## config.mk

```make
export PLATFORM = sky130hd
export DESIGN_NAME = xadc_drp_sequencer
export DESIGN_NICKNAME = d
export VERILOG_FILES = /design/src/rtl/adc_seq_pkg.sv /design/src/rtl/sample_tick_gen.sv /design/src/rtl/xadc_drp_sequencer.sv
export SDC_FILE = /design/constraint.sdc
export NUM_CORES = 1
export LEC_CHECK = 0
export CAP_MARGIN = 0
export CORE_ASPECT_RATIO = 0.75
export CORE_MARGIN = 4
export CORE_UTILIZATION = 42
export CTS_BUF_LIST = sky130_fd_sc_hd__clkbuf_8 sky130_fd_sc_hd__clkbuf_16
export DETAILED_ROUTE_END_ITERATION = 8
export GPL_ROUTABILITY_DRIVEN = 0
export HOLD_SLACK_MARGIN = 0.1
export PLACE_DENSITY = 0.75
export SKIP_LAST_GASP = 1
export SYNTH_ARGS = -nofsm -noshare
export SYNTH_HDL_FRONTEND = slang
export SYNTH_HIERARCHICAL = 1
export SYNTH_SLANG_ARGS = --single-unit
export TNS_END_PERCENT = 50
```

## constraint.sdc

```tcl
create_clock -name clk -period 2 [get_ports clk]
set_clock_uncertainty 0.1 [all_clocks]
set_input_delay 0.6 -clock clk [delete_from_list [all_inputs] [get_ports clk]]
set_output_delay 0.6 -clock clk [all_outputs]
set_load 0.01 [all_outputs]
```

## src/rtl/adc_seq_pkg.sv

```systemverilog
// Shared types and constants for the XADC DRP sequencer: FSM states,
// auxiliary channel address table and the channel-pick helper.
package adc_seq_pkg;

    localparam int unsigned DRP_DW = 16;
    localparam int unsigned MAX_CH = 4;

    typedef enum logic [1:0] {
        IDLE,
        ISSUE,
        WAIT,
        NEXT
    } seq_state_t;

    localparam logic [6:0] CH_ADDR [MAX_CH] = '{7'h1f, 7'h1e, 7'h17, 7'h16};

    // Returns {found, index} of the lowest set mask bit at or above 'from'.
    function automatic logic [2:0] pick_ch(input logic [MAX_CH-1:0] mask,
                                           input logic [2:0]        from);
        logic [2:0] r;
        r = '0;
        for (int unsigned i = 0; i < MAX_CH; i++) begin
            if (!r[2] && (i >= 32'(from)) && mask[i]) begin
                r = {1'b1, 2'(i)};
            end
        end
        return r;
    endfunction

endpackage

```

## src/rtl/sample_tick_gen.sv

```systemverilog
// Sweep-rate tick: one-cycle pulse every CLOCK_FREQ/SAMPLING_FREQ cycles,
// counter held at zero while disabled.
module sample_tick_gen #(
    parameter int unsigned CLOCK_FREQ    = 100_000_000,
    parameter int unsigned SAMPLING_FREQ = 2000
) (
    input  logic clk,
    input  logic reset,
    input  logic en,
    output logic tick
);

    localparam int unsigned TICK_DIV = CLOCK_FREQ / SAMPLING_FREQ;
    localparam int unsigned CNT_W    = $clog2(TICK_DIV);

    if (TICK_DIV < 2) begin : g_div_check
        $error("sample_tick_gen: CLOCK_FREQ/SAMPLING_FREQ must be at least 2");
    end

    logic [CNT_W-1:0] count;

    always_ff @(posedge clk) begin
        if (reset || !en) begin
            count <= '0;
        end else if (count == CNT_W'(TICK_DIV - 1)) begin
            count <= '0;
        end else begin
            count <= count + 1'b1;
        end
    end

    assign tick = (count == CNT_W'(TICK_DIV - 1));

endmodule

```

## src/rtl/xadc_drp_sequencer.sv

```systemverilog
// Periodic XADC DRP read sequencer: sweeps the masked aux channels each tick.
// Optional DRP ready timeout enabled by defining XADC_SEQ_TIMEOUT_EN.
module xadc_drp_sequencer
    import adc_seq_pkg::*;
#(
    parameter int unsigned NUM_CH         = 4,
    parameter int unsigned CLOCK_FREQ     = 100_000_000,
    parameter int unsigned SAMPLING_FREQ  = 2000,
    parameter int unsigned TIMEOUT_CYCLES = 1024
) (
    input  logic              clk,
    input  logic              reset,
    input  logic              en,
    input  logic [NUM_CH-1:0] chan_mask,
    output logic              den_out,
    output logic              dwe_out,
    output logic [DRP_DW-1:0] di_out,
    output logic [6:0]        daddr_out,
    input  logic              drdy_in,
    input  logic [DRP_DW-1:0] do_in,
    output logic              sample_valid,
    output logic [DRP_DW-1:0] sample_data,
    output logic [1:0]        sample_chan,
    output logic              busy,
    output logic              overrun,
    output logic              timeout_err
);

    if (TIMEOUT_CYCLES < 2) begin : g_timeout_check
        $error("xadc_drp_sequencer: TIMEOUT_CYCLES must be at least 2");
    end

    seq_state_t        state, state_d;
    logic              tick;
    logic [MAX_CH-1:0] mask_in, mask_q;
    logic [1:0]        cur_q;
    logic [2:0]        pick;
    logic              load_ch, capture;
`ifdef XADC_SEQ_TIMEOUT_EN
    localparam int unsigned WAIT_W = $clog2(TIMEOUT_CYCLES);
    logic [WAIT_W-1:0] wait_cnt;
    logic              expire;
`endif

    assign mask_in = MAX_CH'(chan_mask);

    sample_tick_gen #(
        .CLOCK_FREQ    (CLOCK_FREQ),
        .SAMPLING_FREQ (SAMPLING_FREQ)
    ) u_tick (
        .clk   (clk),
        .reset (reset),
        .en    (en),
        .tick  (tick)
    );

    always_ff @(posedge clk) begin
        if (reset) state <= IDLE;
        else       state <= state_d;
    end

    always_comb begin
        state_d = state;
        load_ch = 1'b0;
        capture = 1'b0;
        pick    = '0;
`ifdef XADC_SEQ_TIMEOUT_EN
        expire  = 1'b0;
`endif
        case (state)
            IDLE: begin
                pick = pick_ch(mask_in, 3'd0);
                if (tick && en && pick[2]) begin
                    load_ch = 1'b1;
                    state_d = ISSUE;
                end
            end
            ISSUE: state_d = WAIT;
            WAIT: begin
                // Ready takes priority over an expiring timeout in the same cycle.
                if (drdy_in) begin
                    capture = 1'b1;
                    state_d = NEXT;
                end
`ifdef XADC_SEQ_TIMEOUT_EN
                else if (wait_cnt == WAIT_W'(TIMEOUT_CYCLES - 1)) begin
                    expire  = 1'b1;
                    state_d = NEXT;
                end
`endif
            end
            NEXT: begin
                pick = pick_ch(mask_q, {1'b0, cur_q} + 3'd1);
                if (en && pick[2]) begin
                    load_ch = 1'b1;
                    state_d = ISSUE;
                end else begin
                    state_d = IDLE;
                end
            end
            default: state_d = IDLE;
        endcase
    end

    always_ff @(posedge clk) begin
        if (reset) begin
            mask_q       <= '0;
            cur_q        <= '0;
            daddr_out    <= '0;
            sample_valid <= 1'b0;
            sample_data  <= '0;
            sample_chan  <= '0;
        end else begin
            sample_valid <= capture;
            if (load_ch) begin
                cur_q     <= pick[1:0];
                daddr_out <= CH_ADDR[pick[1:0]];
            end
            // The mask is frozen for the whole sweep; only a fresh start reloads it.
            if (load_ch && (state == IDLE)) begin
                mask_q <= mask_in;
            end
            if (capture) begin
                sample_data <= do_in;
                sample_chan <= cur_q;
            end
        end
    end

`ifdef XADC_SEQ_TIMEOUT_EN
    always_ff @(posedge clk) begin
        if (reset || (state != WAIT)) wait_cnt <= '0;
        else                          wait_cnt <= wait_cnt + 1'b1;
    end

    always_ff @(posedge clk) begin
        if (reset) timeout_err <= 1'b0;
        else       timeout_err <= expire;
    end
`else
    assign timeout_err = 1'b0;
`endif

    assign den_out = (state == ISSUE);
    assign dwe_out = 1'b0;
    assign di_out  = '0;
    assign busy    = (state != IDLE);
    assign overrun = tick && busy;

endmodule

```

## Word level (Yosys, flattened, before mapping)

Index checks and enable logic that the tools add are counted.

| storage, ports and cells | value |
|---|---|
| register bits after elaboration | 50 |
| output and inout port bits | 47 |
| input port bits | 24 |

| cells by class | value |
|---|---|
| bitwise operators | 1 |
| reduce and logical (&&, ||, !) cells | 27 |
| equality and inequality tests | 6 |
| multiplexer cells | 29 |
| order comparisons | 5 |
| add/subtract/negate cells | 2 |

Operators by type and width:

| cell | count |
|---|---|
| 3-bit two-way mux | 16 |
| 16-bit by 1-bit adder with 16-bit output (second input constant) | 1 |
| 16-bit equality test (second input constant) | 1 |
| 1-bit logical AND | 15 |
| 7-bit binary-select mux with 2-bit select | 1 |
| 7-bit two-way mux | 2 |
| 2-bit one-hot mux with 4 select lines | 1 |
| 1-bit zero test | 7 |
| 1-bit by 3-bit greater-or-equal comparator with 1-bit output (first input constant) | 2 |
| 2-bit by 3-bit greater-or-equal comparator with 1-bit output (first input constant) | 2 |
| 1-bit two-way mux | 5 |
| 2-bit equality test (second input constant) | 2 |
| 2-bit two-way mux | 2 |
| 2-bit != test (second input constant) | 2 |
| 2-bit one-hot mux with 2 select lines | 1 |
| 2-bit by 1-bit adder with 3-bit output (second input constant) | 1 |
| 3-bit greater-or-equal comparator (second input constant) | 1 |
| 2-bit NOT with 3-bit output | 1 |
| 2-bit by 1-bit equality test with 1-bit output (second input constant) | 1 |
| 2-bit zero test | 1 |
| 1-bit one-hot mux with 2 select lines | 1 |
| 2-bit AND reduction | 1 |
| 2-bit nonzero test | 1 |
| 2-bit OR reduction | 1 |
| 1-bit logical OR | 1 |

## Depth between registers and ports, before layout

| depth | value |
|---|---|
| depth after elaboration | 25 |
| depth in mapped cells | 7 |
| gate-level depth less buffers | 7 |

## Cells and area by module

Netlist, hierarchy kept.

By module, submodules not included:

| module | times used | area an instance (um^2) | sequential area each (um^2) | cells an instance |
|---|---|---|---|---|
| xadc_drp_sequencer | 1 | 1,488.9 | 580.6 | 182 |
| sample_tick_gen | 1 | 799.5 | 320.3 | 80 |

## Worst setup path after synthesis

OpenSTA, ideal clock, no wires.

| path | value |
|---|---|
| path kind | input port to flip-flop |
| start | input chan_mask[3] |
| end | register daddr_out[3] |
| path slack | 0.007 ns |
| arrival time | 1.772 ns |
| setup time | 0.121 ns |
| cell stages on the path | 4 |
| buffers on the path | 0 |
| cells stage by stage | or4_1 -> nand4_1 -> a21o_1 -> mux2_4 |

| between the ends | value |
|---|---|
| longest elaborated chain between the ends | 8 |
| elaborated cells between the ends (all ways) | 11 |

RTL lines:

| item | line | RTL |
|---|---|---|
| from (decl) | xadc_drp_sequencer.sv:14 | `input logic [NUM_CH-1:0] chan_mask,` |
| 1-bit logical AND * | adc_seq_pkg.sv:23 | `if (!r[2] && (i >= 32'(from)) && mask[i]) begin` |
| 3-bit two-way mux * | adc_seq_pkg.sv:23 |  |
| 3-bit two-way mux * | xadc_drp_sequencer.sv:70 | `case (state)` |
| 2-bit one-hot mux with 2 select lines | xadc_drp_sequencer.sv:70 |  |
| 2-bit NOT with 3-bit output (implied by the code) | xadc_drp_sequencer.sv:117 | `daddr_out <= CH_ADDR[pick[1:0]];` |
| 7-bit binary-select mux with 2-bit select | xadc_drp_sequencer.sv:117 |  |
| 7-bit two-way mux (implied by the code) (2 in a row) | xadc_drp_sequencer.sv:117 |  |
| to (signal assigned) | xadc_drp_sequencer.sv:117 |  |
| to (decl) | xadc_drp_sequencer.sv:18 | `output logic [6:0] daddr_out,` |

Every way passes the cells marked *; elsewhere a longest branch is shown, timed or not. The select of a mux whose other input is x is not followed.
A chain may end at the register's enable or synchronous reset.

## Worst setup path after layout

| path | value |
|---|---|
| start | register u_tick.count[10] |
| end | output overrun |

| between the ends | value |
|---|---|
| longest elaborated chain between the ends | 2 |

RTL lines:

| item | line | RTL |
|---|---|---|
| from (decl) | sample_tick_gen.sv:20 | `logic [CNT_W-1:0] count;` |
| from (signal assigned) | sample_tick_gen.sv:28 | `count <= count + 1'b1;` |
| 16-bit equality test | sample_tick_gen.sv:32 | `assign tick = (count == CNT_W'(TICK_DIV - 1));` |
| named net tick | xadc_drp_sequencer.sv:34 | `logic tick;` |
| 1-bit logical AND | xadc_drp_sequencer.sv:148 | `assign overrun = tick && busy;` |
| to (decl) | xadc_drp_sequencer.sv:25 | `output logic overrun,` |

The timed path passes the listed nets, and every way through them passes these cells.

==> run summary <==
outcome: finished with violations
violated checks: negative setup slack
Seq/Total Area, Yosys: 39.4%
Final #Nets: 378
Top FF cell, synth: dfxtp_1
vias in the first global route: 1749
area grow syn2layout: 42.2%
Max Fclk: 473 MHz
pin count of the biggest net entering global routing: 24
Slew Limit Fails: 0
CTS tree: built
iteration count of the initial detailed-routing pass: 4
final worst-path cycle share: 106%
PnR worst setup slack: -0.114 ns
Die W: 93.2 microns
Filler Cell Count: 403
ratio of cells with drive above 1 in the final layout: 23.7%
Setup CP Type: reg2out
endpoints failing hold: 0
Final HPWL DP: 3.94 mm
via count: 1980
RSZ-0062 raised after global routing: yes
GRT Total Usage: 15.4%
root buffer cell: clkbuf_8
n_diodes: 0
1st-iter DRT viols: 90
Required @ worst endpoint: 1.30 ns
DR WL/cell: 12.8 microns
I/O pin cnt: 71
Starting Density: 45.2%
crit path time final: 2.11 ns
CTS max path bufs: 2
Residual DRC: 0
Yosys warning total: 6
total die area: 6710 sq um
Routed Antenna Nets: 0
H-tree levels: 2
Clk pin slew, worst setup/hold paths: 0.09 ns
Hold Path Class: reg2reg
CP endpoint kind: output port
vias per cell: 4.69
Sink Count: 45
critical-path maximum fanout: 2
Pwr per Cell Area: 524 nW/um^2
die height: 71.9 microns
number of port buffers: 50
maxcap violations: 0
Final setup viols: 4
Power, Total: 1.70 mW
final wirelength: 5.40 mm
total gr overflow: 0
first-pass GRT wire length: 8.22 mm
Seq cells post-synth: 45
cell area after synthesis: 2290 sq um
setup_tns: -0.254 ns
Max IR drop VDD: 0.330 mV
EDFF count, synth: 0
Lkg Pwr: 1.20 nW
area of the core: 5060 sq um
Async SR Flop Fraction: 0%
Clock Latency Late Sink: 0.30 ns
FP Rows: 22
cell count after synthesis: 262
CP startpoint kind: flop
initial antenna violation count: 0
Unique masters post-synth: 47
number of CTS-inserted buffers: 5
syn avg cell area: 8.73 sq um
critical path arrival: 1.41 ns
-- final cells by class --
cell class | count | area [sq um] | area share [%]
inverters | 12 | 45.0 | 1.38
clock buffers | 5 | 68.8 | 2.11
repair buffers | 91 | 821 | 25.2
well taps | 72 | 90.1 | 2.77
flip-flops and latches | 45 | 905 | 27.8
multi-input cells | 194 | 1280 | 39.4
clock inverters | 3 | 43.8 | 1.35
-- critical path, cell delays in order, from the launching register on --
cell and delay, ns:
dfxtp_2 0.34, nor4b_4 0.30, nand4_2 0.16, inv_2 0.08
nor2b_4 0.13, buf_6 0.10
-- final timing paths --
check	startpoint	end	slack, ns	cells past startpoint
setup / recovery	u_tick/count[10]$_SDFF_PP0_	overrun	-0.11	5
hold reg to reg	sample_data[8]$_SDFFE_PP0P_	sample_data[8]$_SDFFE_PP0P_	0.36	2
hold / removal	sample_data[8]$_SDFFE_PP0P_	sample_data[8]$_SDFFE_PP0P_	0.36	2
setup reg to reg	u_tick/count[10]$_SDFF_PP0_	cur_q[1]$_SDFFE_PP0P_	0.06	8
-- cell usage in the layout, fill, tap and decap left out, drive strengths merged, types with 8 or more instances in the layout --
cell / netlist / layout
dfxtp: 45 / 45
clkdlybuf4s50: 0 / 43
buf: 24 / 42
nand2: 41 / 41
a21oi: 24 / 24
nor2: 21 / 21
conb: 1 / 20
inv: 12 / 13
xnor2: 12 / 12
nand2b: 12 / 12
nand3: 8 / 8
-- routing by layer --
metal	GRT usage [%]	wire length [microns]	vias up
met5	0	0	-
met4	5.37	52	0
met3	3.32	290	4
met2	23.1	2530	67
met1	21.9	2530	893
li1	-	-	1016
-- cells in the mapped netlist, types with 6 or more instances --
| cell | count | area share [%] |
|---|---|---|
| clkbuf_1 | 6 | 0.98 |
| nand2b_1 | 11 | 3.0 |
| nand2_1 | 41 | 6.7 |
| nand3_1 | 6 | 1.3 |
| nor2_1 | 17 | 2.8 |
| inv_1 | 12 | 2.0 |
| a21oi_1 | 24 | 5.2 |
| buf_4 | 22 | 7.2 |
| dfxtp_1 | 45 | 39 |
| xnor2_1 | 12 | 4.6 |
-- cells by family after synthesis --
family	Yosys count	share of synthesized area, %
AOI/OAI and AO/OA	37	10.3
adders and majority gates	5	2.73
buffers and inverters	42	10.8
other	1	0.164
and+or+nand+nor	112	28.4
DFF	45	39.4
muxes	6	2.84
xor gates and xnor gates	14	5.36
-- metrics by stage --
stage | instance area, sq um | setup slack [ns] | util [%] | instances | hold slack (ns)
final | 3250 | -0.114 | 64.3 | 422 | 0.356
after global routing | 3250 | -0.195 | 64.3 | 422 | 0.374
after CTS | 3170 | -0.164 | 62.7 | 419 | 0.359
after detailed placement | 3050 | -0.451 | 60.1 | 411 | 0.346
after global placement | 3050 | -0.424 | 60.1 | 411 | 0.341
after floorplan | 2360 | 0.00650 | - | 281 | 0.340
-- timing repair --
action                     4_1_cts  5_1_grt
setup endpoints to repair        9        9
gates resized for setup         19       12
setup buffers                    0        3
hold buffers                     0        0
hold endpoints to repair         0        0
pin swaps                        5        5
-- registers in the layout, summed over array words and instances (netlist names) --
name	flops
sample_chan	2
u_tick/count	16
daddr_out	3
sample_valid	1
sample_data	16
cur_q	2
mask_q	3
state	2
-- report_power, final --
part	switching, mW	internal (mW)	leakage (nW)
logic	0.0566	0.0617	0.783
clock network	0.312	0.374	0.0585
registers	0.00188	0.897	0.364
(Power assumes the default switching activity.)
